File: src/rtl/tx_frame_seq.sv
`default_nettype none
// +---------------------------------------------------------------------------+
// | tx_frame_seq: steps the ADC byte mux through ch0/ch1 MSB/LSB and hands     |
// | each latched byte to the UART TX with a start/done handshake. Rev 1.0     |
// +---------------------------------------------------------------------------+

module tx_frame_seq #(
    parameter int Width     = 8,
    parameter int NBytes    = 4,
    parameter int GapCycles = 2
) (
    input  logic             clk_i,
    input  logic             rst_ni,
    input  logic             start_i,
    input  logic [Width-1:0] data_i,
    input  logic             tx_done_i,
    output logic [1:0]       sel_o,
    output logic [Width-1:0] tx_data_o,
    output logic             tx_start_o,
    output logic             busy_o,
    output logic             frame_done_o,
    output logic             overrun_o
);

    localparam int CntW = (GapCycles > 0) ? $clog2(GapCycles + 1) : 1;
    localparam logic [1:0] LastIdx = 2'(NBytes - 1);
    localparam logic [CntW-1:0] GapLoad = (GapCycles > 0) ? CntW'(GapCycles - 1) : '0;

    typedef enum logic [2:0] {
        S_IDLE = 3'd0,
        S_SEL  = 3'd1,
        S_LOAD = 3'd2,
        S_WAIT = 3'd3,
        S_GAP  = 3'd4,
        S_DONE = 3'd5
    } state_t;

    state_t            state_q;
    logic [1:0]        idx_q;
    logic [Width-1:0]  tx_data_q;
    logic              tx_start_q;
    logic              busy_q;
    logic              frame_done_q;
    logic              overrun_q;
    logic [CntW-1:0]   gap_cnt_q;

    always_ff @(posedge clk_i or negedge rst_ni) begin
        if (!rst_ni) begin
            state_q      <= S_IDLE;
            idx_q        <= 2'd0;
            tx_data_q    <= '0;
            tx_start_q   <= 1'b0;
            busy_q       <= 1'b0;
            frame_done_q <= 1'b0;
            overrun_q    <= 1'b0;
            gap_cnt_q    <= '0;
        end else begin
            tx_start_q   <= 1'b0;
            frame_done_q <= 1'b0;

            // A start outside IDLE (DONE included) never restarts the frame.
            if (start_i && (state_q != S_IDLE)) begin
                overrun_q <= 1'b1;
            end

            case (state_q)
                S_IDLE: begin
                    idx_q <= 2'd0;
                    if (start_i) begin
                        busy_q  <= 1'b1;
                        state_q <= S_SEL;
                    end
                end
                S_SEL: begin
                    state_q <= S_LOAD;
                end
                S_LOAD: begin
                    tx_data_q  <= data_i;
                    tx_start_q <= 1'b1;
                    state_q    <= S_WAIT;
                end
                S_WAIT: begin
                    if (tx_done_i) begin
                        if (idx_q == LastIdx) begin
                            state_q <= S_DONE;
                        end else begin
                            idx_q <= idx_q + 2'd1;
                            if (GapCycles == 0) begin
                                state_q <= S_SEL;
                            end else begin
                                gap_cnt_q <= GapLoad;
                                state_q   <= S_GAP;
                            end
                        end
                    end
                end
                S_GAP: begin
                    if (gap_cnt_q == '0) begin
                        state_q <= S_SEL;
                    end else begin
                        gap_cnt_q <= gap_cnt_q - 1'b1;
                    end
                end
                S_DONE: begin
                    frame_done_q <= 1'b1;
                    busy_q       <= 1'b0;
                    idx_q        <= 2'd0;
                    state_q      <= S_IDLE;
                end
                default: begin
                    state_q <= S_IDLE;
                end
            endcase
        end
    end

    assign sel_o        = idx_q;
    assign tx_data_o    = tx_data_q;
    assign tx_start_o   = tx_start_q;
    assign busy_o       = busy_q;
    assign frame_done_o = frame_done_q;
    assign overrun_o    = overrun_q;

endmodule

`default_nettype wire

File: config.mk
export PLATFORM = sky130hd
export DESIGN_NAME = tx_frame_seq
export DESIGN_NICKNAME = d
export VERILOG_FILES = /design/src/rtl/tx_frame_seq.sv
export SDC_FILE = /design/constraint.sdc
export NUM_CORES = 1
export LEC_CHECK = 0
export ABC_CLOCK_PERIOD_IN_PS = 1250
export BUFFER_PORTS_ARGS = -buffer_cell sky130_fd_sc_hd__buf_4
export CORE_UTILIZATION = 44
export DETAILED_ROUTE_END_ITERATION = 7
export GPL_ROUTABILITY_DRIVEN = 0
export PLACE_DENSITY = 0.73
export SLEW_MARGIN = 20
export SYNTH_ARGS = -nofsm -noshare
export SYNTH_HDL_FRONTEND = slang
export SYNTH_SLANG_ARGS = --single-unit
File: constraint.sdc
create_clock -name clk_i -period 1.25 [get_ports clk_i]
set_input_delay 0.125 -clock clk_i [delete_from_list [all_inputs] [get_ports clk_i]]
set_output_delay 0.125 -clock clk_i [all_outputs]
set_load 0.01 [all_outputs]
# Word level (Yosys, flattened, before mapping)
# Cells that the tools add are included.
[classes]
add_sub_neg = 2
eq_ne = 11
mux = 16
n_reduce_logical = 12
[ops]
columns = ["op", "count"]
rows = [
  ["3-bit case mux with 5 select lines", 1],
  ["2-bit 2-to-1 mux", 5],
  ["2-bit != test, second input constant", 5],
  ["3-bit 2-to-1 mux", 3],
  ["2-bit case mux with 2 select lines", 2],
  ["3-bit by 2-bit equality test with 1-bit output, second input constant", 2],
  ["3-bit equality test, second input constant", 2],
  ["3-bit AND reduction", 2],
  ["2-bit nonzero test", 3],
  ["1-bit 2-to-1 mux", 4],
  ["4-bit AND reduction", 1],
  ["3-bit by 1-bit equality test with 1-bit output, second input constant", 1],
  ["3-bit zero test", 1],
  ["3-bit nonzero test", 1],
  ["2-bit by 1-bit adder with 2-bit output, second input constant", 1],
  ["2-bit equality test, second input constant", 1],
  ["2-bit zero test", 1],
  ["1-bit case mux with 2 select lines", 1],
  ["2-bit AND reduction", 1],
  ["2-bit OR reduction", 1],
  ["2-bit by 1-bit subtractor with 2-bit output, second input constant", 1],
  ["1-bit logical AND", 1],
]
[totals]
reg_bits = 19
in_bits = 12
out_inout_bits = 14

# Logic depth before layout (Yosys ltp)
[depth]
word_depth = 4
mapped_depth = 5
ltp_nobuf = 5

# Least setup slack after synthesis
# No wires, ideal clock.
[synth_path]
path_kind = "register to register"
startpoint = "register gap_cnt_q[0]"
endpoint = "register gap_cnt_q[1]"
setup_ps = 130
t_arrival_ps = 1252
t_required_ps = 1120
path_slack_ps = -132
path_stages_with_launch = 6
n_path_buf = 0
synth_period_minus_slack_ps = 1382
path_cell_list = "dfrtp_1 -> inv_1 -> ha_1 -> or4b_4 -> o211ai_1 -> o21ai_0"
[synth_between]
elab_chain_cells = 3
elab_cells_between_ends = 6
[synth_lines]
columns = ["element", "line", "source"]
rows = [
  ["start, declared", "45", "logic [CntW-1:0] gap_cnt_q;"],
  ["start signal, assigned", "91", "gap_cnt_q <= GapLoad;"],
  ["start signal, assigned", "101", "gap_cnt_q <= gap_cnt_q - 1'b1;"],
  ["2-bit by 1-bit subtractor with 2-bit output / 2-bit zero test (equally long branches)", "101, 98", ""],
  ["2-bit 2-to-1 mux / 2-bit != test (equally long branches)", "--", ""],
  ["2-bit case mux with 2 select lines / 4-bit AND reduction (equally long branches)", "--", ""],
]
# Several ways; a longest one is shown, not always the timed one. The select of a mux whose other input is x is not followed.
# A chain may end at the register's enable or synchronous reset.

# Worst setup path in the final report
[layout_path]
startpoint = "register gap_cnt_q[1]"
endpoint = "register gap_cnt_q[1]"
# The elaborated chain is that of the path after synthesis.

==> reports/qor.csv <==
metric;value;unit
largest net degree at the start of global routing;20;
worst slack at placement;-174.0;ps
syn_nets;81;
family with the most delay on the worst path;simple AND/OR/NAND/NOR gates;
Detail Route Antenna Nets;0;
number of CTS-inserted buffers;3;
Worst Setup Slack, final;-157.1;ps
status;finished, violations left;
antenna violations before repair;0;
Slew HR;0.8376;
Cells after Synth;67;
count of different cell masters after synthesis;28;
Synth-to-Final Area Change;58.73;%
final WL;2184;um
hpwl dp;1298;um
GR Overflow Total;0;
CP startpoint;gap_cnt_q[1]$_DFFE_PN0P_;
Port Buffer Count;25;
Sink Count;19;
FP Rows;15;
Die Area;2102;um^2
pwr/cell area;2586;nW/um^2
Initial Utilization;0.4794;
crit path max fanout;5;
layout cell share with drive strength beyond 1;0.6429;
DR iter-0 viols;11;
crit end category;register;
final hold violation count;0;
Main synth FF type;dfrtp_1;
WP data arrival;1600;ps
Worst-Margin Slew;242.8;ps
Buf/Inv on CP;1;
vias per cell;5.226;
DR vias;716;
Synth area leaders;dfrtp_1, mux2_2, ha_1;
total negative slack;-912.6;ps
mapped cell area;845.8;um^2
largest stage delay on the critical path;520;ps
critical hold path startpoint;data_i[4];
hold_ws;42.65;ps
Bufs on Longest Clock Path;2;
number of fill cells;127;
RR Startpoint;gap_cnt_q[1]$_DFFE_PN0P_;
top-count cell post-synth;dfrtp_1;
Die Span Y;45.85;um
failing checks;negative setup slack;
Die W;45.85;um
DR WL/cell;15.94;um
CTS tree;yes;
Synth Warn #;0;
Root Buffer;clkbuf_4;
Post-synth EDFFs;0;
max cap viols;0;
critical path cell sequence;inv_2, ha_4, or4b_4, o211ai_1, o21ai_1;
area leader, netlist;dfrtp_1;
RSZ-0062 raised after global routing;true;
Yosys reg bits;19;
Peak supply drop;1.700;mV
Clock Pin Slew Worst Setup and Hold Paths;110;ps
Leak;0.6287;nW
Hold Path Class;input pin to register;
final net count;127;
Synth async-reset ratio;1.000;
I/O Pins;26;
first-pass GRT wire length;2973;um
nature of the critical path startpoint;register;
H-tree lvl count;1;
Final Max Slew Viols;0;
post-synth top area share;0.5621;
synthesized area per cell;12.62;um^2
worst setup path category;register to register;
clock skew;4.712;ps
DRC Markers;0;
share of the yosys chip area belonging to registers;0.5621;
vias in the first global route;684;
post-layout min period;1407;ps
# setup viols final;11;
achievable clock frequency;710.7;MHz
final cycle utilization of the critical path;1.126;
WP data required;1440;ps
post-layout util;0.7610;
top cells by count, synth;dfrtp_1, mux2_2, o21ai_0, inv_1, nand2_1;
GR Util All Layers;0.2050;
worst-skew pair later-pin latency;300;ps
total power;0.003471;W
Initial DRT Pass Iterations;4;
CP max stage cell;or4b_4;
Antenna Diode Count;0;
core area;1764;um^2
[through the flow]
| stage | cells | instance area, um^2 |
|---|---|---|
| 2_1_floorplan | 67 | 858.3 |
| 3_3_place_gp | 125 | 1151 |
| 3_5_place_dp | 125 | 1151 |
| 4_1_cts | 133 | 1260 |
| 5_1_grt | 137 | 1343 |
| 6_report | 137 | 1343 |
[metal layers]
metal / part of all wire / GRT usage / up-vias / wire length [um]
met2: 0.56 / 0.3493 / 18 / 1217
li1: - / - / 335 / -
met3: 0.019 / 0.02381 / 4 / 41
met1: 0.41 / 0.2588 / 359 / 903
met4: 0.0096 / 0.08824 / 0 / 21
met5: 0 / 0 / - / 0
[what timing repair did]
item / in CTS / in global routing
pin swaps: 5 / 7
gates cloned: 1 / 0
hold buffers: 1 / 0
setup endpoints to repair: 12 / 14
setup buffers: 2 / 4
hold endpoints to repair: 19 / 0
resized for setup: 9 / 14
[cells in the final DEF (no fill, tap or decap), drive strengths merged, types with 2 or more instances in the layout]
master	instances
ha	2
dfrtp	19
nor2b	2
o2bb2ai	2
buf	42
mux2	8
inv	4
nor2	2
clkbuf	5
o21ai	4
o211ai	2
nand2	3
a21oi	2
a31oi	2
[layout make-up]
| class | instances | area [um^2] | share of cell area |
|---|---|---|---|
| Clock buffer | 4 | 26.28 | 0.01957 |
| Timing Repair Buffer | 44 | 362.8 | 0.2703 |
| Multi-Input combinational cell | 41 | 429.2 | 0.3197 |
| Tap cell | 25 | 31.28 | 0.02330 |
| Sequential cell | 19 | 478.0 | 0.3560 |
| Inverter | 4 | 15.01 | 0.01118 |
[worst reg2reg max path, delay by kind of cell (launching register included)]
family | cells | cell delay (ps)
DFF | 1 | 380
adders and majority gates | 1 | 150
AOI/OAI and AO/OA | 2 | 210
buffers and inverters | 1 | 50
and+or+nand+nor | 1 | 520
[worst paths after layout]
path                                            end  depth (start not counted)  slack (ps)
max                        gap_cnt_q[1]$_DFFE_PN0P_                          5        -160
min                        tx_data_o[4]$_DFFE_PN0N_                          2          40
max reg2reg                gap_cnt_q[1]$_DFFE_PN0P_                          5        -160
min reg2reg                   overrun_o$_DFFE_PN0P_                          1         520
max in group asynchronous    state_q[1]$_DFFE_PN0P_                          2         810
min in group asynchronous  tx_data_o[0]$_DFFE_PN0N_                          2         210
[cells by family after synthesis]
| group | after synthesis | share of synthesized area |
|---|---|---|
| flip-flops | 19 | 0.5621 |
| AND/OR/NAND/NOR | 14 | 0.1184 |
| multiplexers | 8 | 0.1065 |
| buffers and inverters | 7 | 0.04289 |
| AO/OA/AOI/OAI | 17 | 0.1406 |
| adder cells (fa/ha/maj) | 2 | 0.02958 |
[state kept, by name (all words and copies together) (netlist names)]
signal        count
state_q           3
busy_o            1
tx_data_o         8
gap_cnt_q         2
overrun_o         1
tx_start_o        1
frame_done_o      1
sel_o             2
[power breakdown]
| group | switching [W] | total, W | leakage, nW | internal (W) |
|---|---|---|---|---|
| clock network | 0.000198 | 0.000323 | 0.0150 | 0.000124 |
| logic | 0.000856 | 0.00207 | 0.391 | 0.00121 |
| registers | 0.000197 | 0.00108 | 0.222 | 0.000885 |
| total | 0.00125 | 0.00347 | 0.629 | 0.00222 |
Power figures use the tool's default switching activity.
